--- config.mk ---
export PLATFORM = sky130hd
export DESIGN_NAME = neuron_score_accumulator_flat
export DESIGN_NICKNAME = d
export VERILOG_FILES = /design/src/rtl/neuron_score_accumulator_pkg.sv /design/src/rtl/neuron_score_accumulator_if.sv /design/src/rtl/neuron_score_accumulator_mac_lane.sv /design/src/rtl/neuron_score_accumulator.sv /design/src/flat_wrapper.sv
export SDC_FILE = /design/constraint.sdc
export NUM_CORES = 2
export LEC_CHECK = 0
export ABC_AREA = 0
export BUFFER_PORTS_ARGS = -buffer_cell sky130_fd_sc_hd__buf_2
export CORE_MARGIN = 8
export CORE_UTILIZATION = 45
export DETAILED_ROUTE_END_ITERATION = 6
export GPL_ROUTABILITY_DRIVEN = 1
export SYNTH_ARGS = -nofsm -noshare
export SYNTH_HDL_FRONTEND = slang
export SYNTH_SLANG_ARGS = --single-unit
--- constraint.sdc ---
create_clock -name clk -period 10.6 [get_ports clk]
set_clock_uncertainty 0.05 [all_clocks]
set_input_delay 1.06 -clock clk [delete_from_list [all_inputs] [get_ports clk]]
set_output_delay 1.06 -clock clk [all_outputs]
set_load 0.03 [all_outputs]
--- src/rtl/neuron_score_accumulator_pkg.sv ---
// rtl/neuron_score_accumulator_pkg.sv - shared widths, FSM states and score type for the classifier output layer
package neuron_pkg;

  localparam int DATA_W      = 8;
  localparam int WGT_W       = 8;
  localparam int ACC_W       = 26;
  localparam int NUM_CLASSES = 10;

  // Product of a zero-extended unsigned feature and a signed weight.
  localparam int PROD_W = DATA_W + WGT_W + 1;

  // Beat counter covers frame lengths up to 1024 beats.
  localparam int CNT_W = 11;

  typedef enum logic [1:0] {IDLE, ACCUM, DRAIN, HOLD} state_t;

  // Class score, also consumed by the argmax selector.
  typedef logic signed [ACC_W-1:0] score_t;

  function automatic score_t sext_prod(input logic signed [PROD_W-1:0] p);
    return {{(ACC_W-PROD_W){p[PROD_W-1]}}, p};
  endfunction

endpackage

--- src/rtl/neuron_score_accumulator_if.sv ---
// rtl/neuron_score_accumulator_if.sv - feature beat stream: one feature plus ten class weights per beat
interface neuron_score_accumulator_if
  import neuron_pkg::*;
();

  logic                          in_valid;
  logic                          in_ready;
  logic [DATA_W-1:0]             in_data;
  logic [NUM_CLASSES*WGT_W-1:0]  in_weights;
  logic                          in_last;

  modport master (
    output in_valid,
    output in_data,
    output in_weights,
    output in_last,
    input  in_ready
  );

  modport slave (
    input  in_valid,
    input  in_data,
    input  in_weights,
    input  in_last,
    output in_ready
  );

endinterface

--- src/rtl/neuron_score_accumulator_mac_lane.sv ---
// rtl/neuron_score_accumulator_mac_lane.sv - one class lane: multiply, accumulate, optional ReLU at capture (NEURON_RELU_EN)
module neuron_mac_lane
  import neuron_pkg::*;
(
  input  logic                    clk,
  input  logic                    rst_n,
  input  logic                    clear,
  input  logic                    en,
  input  logic [DATA_W-1:0]       data,
  input  logic signed [WGT_W-1:0] weight,
  input  logic                    capture,
  output score_t                  score
);

  logic signed [PROD_W-1:0] prod_d, prod_q;
  logic                     vld_d, vld_q;
  logic                     clr_d, clr_q;
  score_t                   acc_d, acc_q;
  score_t                   out_d, out_q;

  // Stage 1: register the product; the frame-start clear travels alongside it.
  always_comb begin
    prod_d = prod_q;
    vld_d  = en;
    clr_d  = clear & en;
    if (en) begin
      prod_d = PROD_W'($signed({1'b0, data})) * PROD_W'(weight);
    end
  end

  // Stage 2: accumulate; the first product of a frame overwrites the old total.
  always_comb begin
    acc_d = acc_q;
    if (vld_q) begin
      acc_d = (clr_q ? score_t'(0) : acc_q) + sext_prod(prod_q);
    end
  end

  // Output copy happens once per frame, after the last product has landed.
  always_comb begin
    out_d = out_q;
    if (capture) begin
`ifdef NEURON_RELU_EN
      out_d = acc_q[ACC_W-1] ? score_t'(0) : acc_q;
`else
      out_d = acc_q;
`endif
    end
  end

  // Lane state registers.
  always_ff @(posedge clk or negedge rst_n) begin
    if (!rst_n) begin
      prod_q <= '0;
      vld_q  <= 1'b0;
      clr_q  <= 1'b0;
      acc_q  <= '0;
      out_q  <= '0;
    end else begin
      prod_q <= prod_d;
      vld_q  <= vld_d;
      clr_q  <= clr_d;
      acc_q  <= acc_d;
      out_q  <= out_d;
    end
  end

  assign score = out_q;

endmodule

--- src/rtl/neuron_score_accumulator.sv ---
// rtl/neuron_score_accumulator.sv - output layer: ten class scores per frame with valid/ready handoff (NEURON_RELU_EN selects ReLU scores)
module neuron_score_accumulator
  import neuron_pkg::*;
#(
  parameter int NUM_FEATURES = 784
) (
  input  logic                         clk,
  input  logic                         GlobalReset,
  neuron_score_accumulator_if.slave    in_if,
  input  logic                         out_ready,
  output logic                         out_valid,
  output logic                         frame_err,
  output score_t                       Out_0,
  output score_t                       Out_1,
  output score_t                       Out_2,
  output score_t                       Out_3,
  output score_t                       Out_4,
  output score_t                       Out_5,
  output score_t                       Out_6,
  output score_t                       Out_7,
  output score_t                       Out_8,
  output score_t                       Out_9
);

  localparam logic [CNT_W-1:0] LAST_IDX = CNT_W'(NUM_FEATURES - 1);

  state_t           state_d, state_q;
  logic [CNT_W-1:0] count_d, count_q;
  logic             in_ready_d, in_ready_q;
  logic             out_valid_d, out_valid_q;
  logic             frame_err_d, frame_err_q;
  logic             drain_wait_d, drain_wait_q;

  logic             accept;
  logic             first_beat;
  logic             capture;
  logic [CNT_W-1:0] beat_idx;
  logic             idx_is_last;
  score_t           scores [NUM_CLASSES];

  assign accept      = in_if.in_valid & in_ready_q;
  assign beat_idx    = (state_q == IDLE) ? '0 : count_q;
  assign idx_is_last = (beat_idx == LAST_IDX);

  // Frame sequencing: count beats, drain the pipe, then hold scores until taken.
  always_comb begin
    state_d      = state_q;
    count_d      = count_q;
    in_ready_d   = in_ready_q;
    out_valid_d  = out_valid_q;
    drain_wait_d = drain_wait_q;
    first_beat   = 1'b0;
    capture      = 1'b0;
    case (state_q)
      IDLE: begin
        in_ready_d = 1'b1;
        if (accept) begin
          first_beat = 1'b1;
          count_d    = CNT_W'(1);
          state_d    = ACCUM;
        end
      end
      ACCUM: begin
        if (accept) begin
          if (count_q == LAST_IDX) begin
            in_ready_d   = 1'b0;
            drain_wait_d = 1'b0;
            state_d      = DRAIN;
          end else begin
            count_d = count_q + CNT_W'(1);
          end
        end
      end
      DRAIN: begin
        if (!drain_wait_q) begin
          drain_wait_d = 1'b1;
        end else begin
          capture     = 1'b1;
          out_valid_d = 1'b1;
          state_d     = HOLD;
        end
      end
      HOLD: begin
        if (out_valid_q && out_ready) begin
          out_valid_d = 1'b0;
          count_d     = '0;
          in_ready_d  = 1'b1;
          state_d     = IDLE;
        end
      end
      default: state_d = IDLE;
    endcase
  end

  // Sticky end-of-frame marker check; framing itself is set by the count.
  always_comb begin
    frame_err_d = frame_err_q;
    if (accept && (in_if.in_last != idx_is_last)) begin
      frame_err_d = 1'b1;
    end
  end

  // Control registers.
  always_ff @(posedge clk or negedge GlobalReset) begin
    if (!GlobalReset) begin
      state_q      <= IDLE;
      count_q      <= '0;
      in_ready_q   <= 1'b0;
      out_valid_q  <= 1'b0;
      frame_err_q  <= 1'b0;
      drain_wait_q <= 1'b0;
    end else begin
      state_q      <= state_d;
      count_q      <= count_d;
      in_ready_q   <= in_ready_d;
      out_valid_q  <= out_valid_d;
      frame_err_q  <= frame_err_d;
      drain_wait_q <= drain_wait_d;
    end
  end

  for (genvar k = 0; k < NUM_CLASSES; k++) begin : g_lane
    neuron_mac_lane u_lane (
      .clk     (clk),
      .rst_n   (GlobalReset),
      .clear   (first_beat),
      .en      (accept),
      .data    (in_if.in_data),
      .weight  (in_if.in_weights[k*WGT_W +: WGT_W]),
      .capture (capture),
      .score   (scores[k])
    );
  end

  assign in_if.in_ready = in_ready_q;
  assign out_valid      = out_valid_q;
  assign frame_err      = frame_err_q;
  assign Out_0          = scores[0];
  assign Out_1          = scores[1];
  assign Out_2          = scores[2];
  assign Out_3          = scores[3];
  assign Out_4          = scores[4];
  assign Out_5          = scores[5];
  assign Out_6          = scores[6];
  assign Out_7          = scores[7];
  assign Out_8          = scores[8];
  assign Out_9          = scores[9];

endmodule

--- src/flat_wrapper.sv ---
// flat-port wrapper written by rule: the top's interface ports become plain ports
module neuron_score_accumulator_flat import neuron_pkg::*;
#(
  parameter int NUM_FEATURES = 784
)
  (clk, GlobalReset, out_ready, out_valid, frame_err, Out_0, Out_1, Out_2, Out_3, Out_4, Out_5, Out_6, Out_7, Out_8, Out_9, in_if_in_valid, in_if_in_data, in_if_in_weights, in_if_in_last, in_if_in_ready);
  neuron_score_accumulator_if in_if_i ();
  input  logic clk;
  input  logic GlobalReset;
  input  logic out_ready;
  output logic out_valid;
  output logic frame_err;
  output score_t Out_0;
  output score_t Out_1;
  output score_t Out_2;
  output score_t Out_3;
  output score_t Out_4;
  output score_t Out_5;
  output score_t Out_6;
  output score_t Out_7;
  output score_t Out_8;
  output score_t Out_9;
  input wire logic [$bits(in_if_i.in_valid)-1:0] in_if_in_valid;
  input wire logic [$bits(in_if_i.in_data)-1:0] in_if_in_data;
  input wire logic [$bits(in_if_i.in_weights)-1:0] in_if_in_weights;
  input wire logic [$bits(in_if_i.in_last)-1:0] in_if_in_last;
  output wire logic [$bits(in_if_i.in_ready)-1:0] in_if_in_ready;
  assign in_if_i.in_valid = in_if_in_valid;
  assign in_if_i.in_data = in_if_in_data;
  assign in_if_i.in_weights = in_if_in_weights;
  assign in_if_i.in_last = in_if_in_last;
  assign in_if_in_ready = in_if_i.in_ready;
  neuron_score_accumulator #(.NUM_FEATURES(NUM_FEATURES)) u_core (.clk(clk), .GlobalReset(GlobalReset), .in_if(in_if_i), .out_ready(out_ready), .out_valid(out_valid), .frame_err(frame_err), .Out_0(Out_0), .Out_1(Out_1), .Out_2(Out_2), .Out_3(Out_3), .Out_4(Out_4), .Out_5(Out_5), .Out_6(Out_6), .Out_7(Out_7), .Out_8(Out_8), .Out_9(Out_9));
endmodule
# ---- Word level (Yosys, flattened, before mapping)
# Cells that the tools add are included.
dict set report classes {
  addsub 11
  mul 10
  n_div 0
  order_cmp 0
  n_eq_ne 12
  shifts 0
  muxes 34
  bitwise_logic 2
  n_reduce_logical 11
}
# operator count
set op_table {}
lappend op_table {{$add A26 B17 Y26} 10}
lappend op_table {{$mux W26} 10}
lappend op_table {{$mul A9 B8 Y17} 10}
lappend op_table {{$mux W11} 5}
lappend op_table {{$pmux W11 S3} 1}
lappend op_table {{$eq A11 B10 Y1 const B} 2}
lappend op_table {{$add A11 B1 Y11 const B} 1}
lappend op_table {{$mux W2} 5}
lappend op_table {{$ne A2 B1 Y1 const B} 5}
lappend op_table {{$reduce_and A5 Y1} 2}
lappend op_table {{$mux W1} 9}
lappend op_table {{$pmux W2 S4} 1}
lappend op_table {{$reduce_and A3 Y1} 2}
lappend op_table {{$eq A2 B2 Y1 const B} 2}
lappend op_table {{$pmux W1 S2} 2}
lappend op_table {{$reduce_and A4 Y1} 1}
lappend op_table {{$reduce_bool A2 Y1} 2}
lappend op_table {{$pmux W1 S3} 1}
lappend op_table {{$reduce_bool A3 Y1} 1}
lappend op_table {{$and A1 B1 Y1} 2}
lappend op_table {{$eq A2 B1 Y1 const B} 1}
lappend op_table {{$logic_and A1 B1 Y1} 2}
lappend op_table {{$logic_not A2 Y1} 1}
lappend op_table {{$ne A2 B2 Y1 const B} 1}
lappend op_table {{$ne A1 B1 Y1} 1}
dict set report totals {
  regBits 709
  latch_bits 0
  ramBits 0
  rom_bits 0
  in_bits 93
  out_inout_bits 263
  wordCells 118
  mem_count 0
}

# ---- Logic depth before layout (Yosys ltp)
dict set report depth {
  word_depth 5
  mapped_depth 24
  mapped_depth_nobuf 22
}

# ---- Modules after synthesis
# Synthesis repeated with hierarchy kept, for this count alone.
dict set report unflattened {
  cells_unflattened 6568
  hier_area_um2 64657.0
}
# module n_inst cells_per_inst area_per_inst_um2
set by_module_without_submodules {}
lappend by_module_without_submodules {{neuron_mac_lane at u_core.g_lane[5].u_lane ...} 5 628 6334.8}
lappend by_module_without_submodules {{neuron_mac_lane at u_core.g_lane[1].u_lane ...} 3 664 6372.4}
lappend by_module_without_submodules {{neuron_mac_lane at u_core.g_lane[0].u_lane} 1 702 6553.8}
lappend by_module_without_submodules {{neuron_mac_lane at u_core.g_lane[4].u_lane} 1 616 6213.5}
lappend by_module_without_submodules {neuron_score_accumulator 1 118 1098.6}

# ---- Worst setup path before layout
# No wires, ideal clock.
dict set report synth_timing {
  path_type {in2reg}
  startpoint {in in_if_in_data[3]}
  endpoint {reg u_core.g_lane[0].u_lane.prod_q[16]}
  setup_time_ns 0.129
  arrival_time_ns 5.501
  t_required_ns 10.421
  slack_ns 4.920
  cell_stages 19
  cell_sequence {clkbuf_1 clkbuf_1 nand2_1 fa_1 fa_1 fa_1 fa_1 inv_1 ha_1 a21o_1 a21oi_1 o21bai_1 a21oi_1 nor2b_1 o21a_1 o31a_1 o41ai_1 xnor2_1 o21ai_1}
}
dict set report synth_via {
  elab_chain_len 1
}
# item line_no
set synth_rtl {}
lappend synth_rtl {{start, declared} flat_wrapper.sv:24} ;# input wire logic [$bits(in_if_i.in_data)-1:0] in_if_in_data;
lappend synth_rtl {{$mul A9 B8 Y17} neuron_score_accumulator_mac_lane.sv:27} ;# prod_d = PROD_W'($signed({1'b0, data})) * PROD_W'(weight);
lappend synth_rtl {{end signal, assigned} neuron_score_accumulator_mac_lane.sv:60} ;# prod_q <= prod_d;
lappend synth_rtl {{end, declared} neuron_score_accumulator_mac_lane.sv:15} ;# logic signed [PROD_W-1:0] prod_d, prod_q;
# No other way between the ends.
# A chain may end at the register's enable or synchronous reset.

# ---- Final worst setup path
dict set report layout_timing {
  startpoint {in in_if_in_data[3]}
  endpoint {reg u_core.g_lane[4].u_lane.prod_q[16]}
}
dict set report layout_via {
  elab_chain_len 1
}
# item line_no
set layout_rtl {}
lappend layout_rtl {{$mul A9 B8 Y17} neuron_score_accumulator_mac_lane.sv:27}
lappend layout_rtl {{end signal, assigned} neuron_score_accumulator_mac_lane.sv:60}
lappend layout_rtl {{end, declared} neuron_score_accumulator_mac_lane.sv:15}
# No other way between the ends.

==> impl_metrics.env <==
export IMPL_startpoint_type="input pin"
export IMPL_p_int_w=0.01223
export IMPL_yosys_most_used_dff="dfrtp_1"
export IMPL_critPathLaunch="in_if_in_data[3]"
export IMPL_endpoint_kind="flop"
export IMPL_grt_ovfl_total=0
export IMPL_synth_area_per_cell_um2=9.661
export IMPL_syn_inst=6332
export IMPL_p_seq_share_pct=23.4
export IMPL_holdBufCountCts=0
export IMPL_synth_nets=7490
export IMPL_required_ns=11.07
export IMPL_gr_usage_met1_pct=25.59
export IMPL_final_util_pct=50.04
export IMPL_wire_per_inst_um=16.78
export IMPL_ys_seq_area_share_pct=29.00
export IMPL_cp_data_arrival_time_ns=6.23
export IMPL_use_met3_pct=3.902
export IMPL_path_max_fanout=43
export IMPL_clock_latency_ns=0.69
export IMPL_dr_total_vias=44160
export IMPL_yosysWarnings=0
export IMPL_leakage_nw=33.23
export IMPL_p_clk_share_pct=13.6
export IMPL_combPwrFrac_pct=63.0
export IMPL_r2r_cells=14
export IMPL_grt_pass1_wl_mm=237.1
export IMPL_drive_above_1_share_pct=15.46
export IMPL_met2_usage_pct=32.39
export IMPL_r2r_end="u_core.g_lane[8].u_lane.acc_q[25]"
export IMPL_synth_edf_count=0
export IMPL_dieArea_um2=148000
export IMPL_grt_max_degree=169
export IMPL_clk_path_buf_depth=3
export IMPL_rsz0062_at_grt="false"
export IMPL_place_congestion=0.8801
export IMPL_slew_viol_final=0
export IMPL_cts_htree_levels=3
export IMPL_finalHoldViolCount=0
export IMPL_status="completed"
export IMPL_p_sw_share_pct=44.71
export IMPL_async_reset_ff_share_pct=100.0
export IMPL_finalSetupViolations=0
export IMPL_cts_sinks=709
export IMPL_rows=135
export IMPL_fin_ws_ns=4.835
export IMPL_io_pins=356
export IMPL_synth_top_area_share_pct=29.00
export IMPL_die_h_um=384.7
export IMPL_worst_pin_slew_ns=1.219
export IMPL_busiest_layer="met2"
export IMPL_yosys_top_cells_count="dfrtp_1, ha_1, inv_1, nand2_1, mux2_2"
export IMPL_cts_buffers=83
export IMPL_postRouteAntennaNets=0
export IMPL_cts_tree="built"
export IMPL_drcViolationCount=0
export IMPL_yosys_area_top_type="dfrtp_1"
export IMPL_power_net_switching_w=0.009888
export IMPL_hold_path_class="input pin to asynchronous set/reset pin"
export IMPL_crit_type="input pin to flop"
export IMPL_cts_setup_buffers=0
export IMPL_die_w_um=384.7
export IMPL_path_clk_slew_ns=0.06
export IMPL_relSlewSlack_pct=18.27
export IMPL_layout_min_cycle_time_ns=5.765
export IMPL_area_growth_pct=10.55
export IMPL_hpwlAfterDp_mm=107.2
export IMPL_synthTopCellsByArea="dfrtp_1, ha_1, fa_1"
export IMPL_fmax_mhz=173.5
export IMPL_antenna_found_initial=53
export IMPL_viasPerCell=5.223
export IMPL_drt_pass1_iterations=5
export IMPL_first_global_vias=45970
export IMPL_power_density_nw_per_um2=327.1
export IMPL_endpoint="u_core.g_lane[4].u_lane.prod_q[16]"
export IMPL_drt_iter0_markers=2215
export IMPL_preCtsSetupSlack_ns=4.107
export IMPL_start_util_pct=45.27
export IMPL_grt_total_usage_pct=19.38
export IMPL_ir_worst_vdd_mv=0.2304
export IMPL_whs_ns=0.3055
export IMPL_yosysMostFrequentCell="dfrtp_1"
export IMPL_routed_wl_mm=141.9
export IMPL_ff2ff_setup_slack_ns=5.74
export IMPL_setup_tns_ns=0
export IMPL_fin_crit_sh_pct=54.38
export IMPL_port_buffers=355
export IMPL_synth_cell_types=94
export IMPL_rr_startpoint="u_core.g_lane[0].u_lane.clr_q"
export IMPL_ys_ff_latch=709
export IMPL_syn_area_um2=61170
export IMPL_nNetsFinal=7736
export IMPL_cts_root_buf="clkbuf_16"
export IMPL_cts_resized_gates=0
export IMPL_core_um2=135100
export IMPL_maxCapViolations=0
[cell type report]
type / count / area (µm²)
Multi-Input combinational cell: 4714 / 40030
Antenna cell: 28 / 70.07
Inverter: 684 / 2571
Sequential cell: 709 / 17750
Tap cell: 1781 / 2228
Clock inverter: 46 / 546.8
Clock buffer: 106 / 2336
Timing Repair Buffer: 386 / 2090
Fill cell: 12750 / 67510
[state kept, by name, indices dropped and copies added (netlist names)]
| signal | flops |
|---|---|
| u_core.g_lane.u_lane.score | 260 |
| u_core.g_lane.u_lane.vld_q | 1 |
| u_core.drain_wait_q | 1 |
| u_core.g_lane.u_lane.clr_q | 1 |
| u_core.frame_err | 1 |
| u_core.state_q | 2 |
| u_core.in_if.in_ready | 1 |
| u_core.out_valid | 1 |
| u_core.count_q | 11 |
| u_core.g_lane.u_lane.prod_q | 170 |
| u_core.g_lane.u_lane.acc_q | 260 |
[per-layer routing]
metal | vias to the layer above | part of all wire [%]
met5 | - | 0.11
met1 | 21630 | 46
met4 | 24 | 2.1
li1 | 21640 | -
met2 | 670 | 47
met3 | 185 | 5.1
[through the flow]
stage / cell area, µm² / power, W / instances
after floorplan: 61170 / 0.01603 / 6332
after global placement: 64670 / 0.01899 / 8274
after detailed placement: 64670 / 0.01923 / 8274
after CTS: 67550 / 0.02241 / 8426
after global routing: 67570 / 0.02429 / 8435
final: 67620 / 0.02212 / 8454
[critical path, cell delays in order]
cell	delay, ns
buf_4	0.34
buf_4	0.54
nand2_1	0.16
fa_1	0.44
inv_1	0.08
fa_1	0.40
inv_1	0.09
fa_1	0.40
fa_1	0.48
inv_1	0.04
ha_1	0.31
nor2b_1	0.14
o21ai_0	0.21
a21boi_0	0.15
o21ai_0	0.25
a21boi_0	0.15
o21ai_0	0.23
a21oi_1	0.12
o41ai_1	0.33
xnor2_1	0.15
o21ai_0	0.08
[logic make-up (layout without fill, tap and decap cells)]
kind of cell               after synthesis  in the layout  share of synthesized area (%)
DFF                                    709            709                          29.00
buffers and inverters                  909           1222                          5.580
AOI/OAI and AO/OA                     1007           1007                          10.62
xor gates and xnor gates               313            313                          4.481
muxes                                  452            452                          8.313
adders and majority gates             1065           1065                          26.45
other                                    0             28                              0
and+or+nand+nor                       1877           1877                          15.55
[placed cells by master, fill, tap and decap left out, drive strengths merged, types with 10 or more instances in the layout]
| master | n |
|---|---|
| nor2b | 291 |
| o211ai | 13 |
| nand2 | 574 |
| a21o | 129 |
| fa | 380 |
| diode | 28 |
| nor2 | 305 |
| a21oi | 239 |
| nand4 | 22 |
| inv | 689 |
| nor3 | 42 |
| o21a | 49 |
| dfrtp | 709 |
| mux2 | 445 |
| o31ai | 37 |
| and3 | 22 |
| ha | 685 |
| o21bai | 30 |
| o21ai | 301 |
| xor2 | 119 |
| nand2b | 85 |
| a211oi | 23 |
| buf | 386 |
| nand3 | 61 |
| clkbuf | 106 |
| a21boi | 41 |
| o31a | 15 |
| a311oi | 12 |
| o41ai | 26 |
| and2 | 418 |
| clkinv | 24 |
| or3 | 14 |
| xnor2 | 194 |
| a31oi | 23 |
| bufinv | 10 |
[worst min path at each step]
stage                     cells past startpoint  slack, ns                           endpoint
after floorplan                               2       0.40  u_core.g_lane[0].u_lane.prod_q[0]
after global placement                        1       0.39                   u_core.frame_err
after detailed placement                      1       0.39                   u_core.frame_err
after CTS                                     1       0.29  u_core.g_lane[5].u_lane.score[22]
after global routing                          1       0.34  u_core.g_lane[2].u_lane.acc_q[22]
final                                         1       0.31  u_core.g_lane[5].u_lane.score[22]
[power groups by stage]
stage	clock [W]	combinational [W]	sequential (W)
after CTS	0.00312	0.0141	0.00521
after global routing	0.00322	0.0157	0.00537
after detailed placement	0	0.0140	0.00525
after floorplan	0	0.0102	0.00581
after global placement	0	0.0138	0.00521
final	0.00301	0.0139	0.00517
No activity file was read; power rests on OpenSTA's default activity.
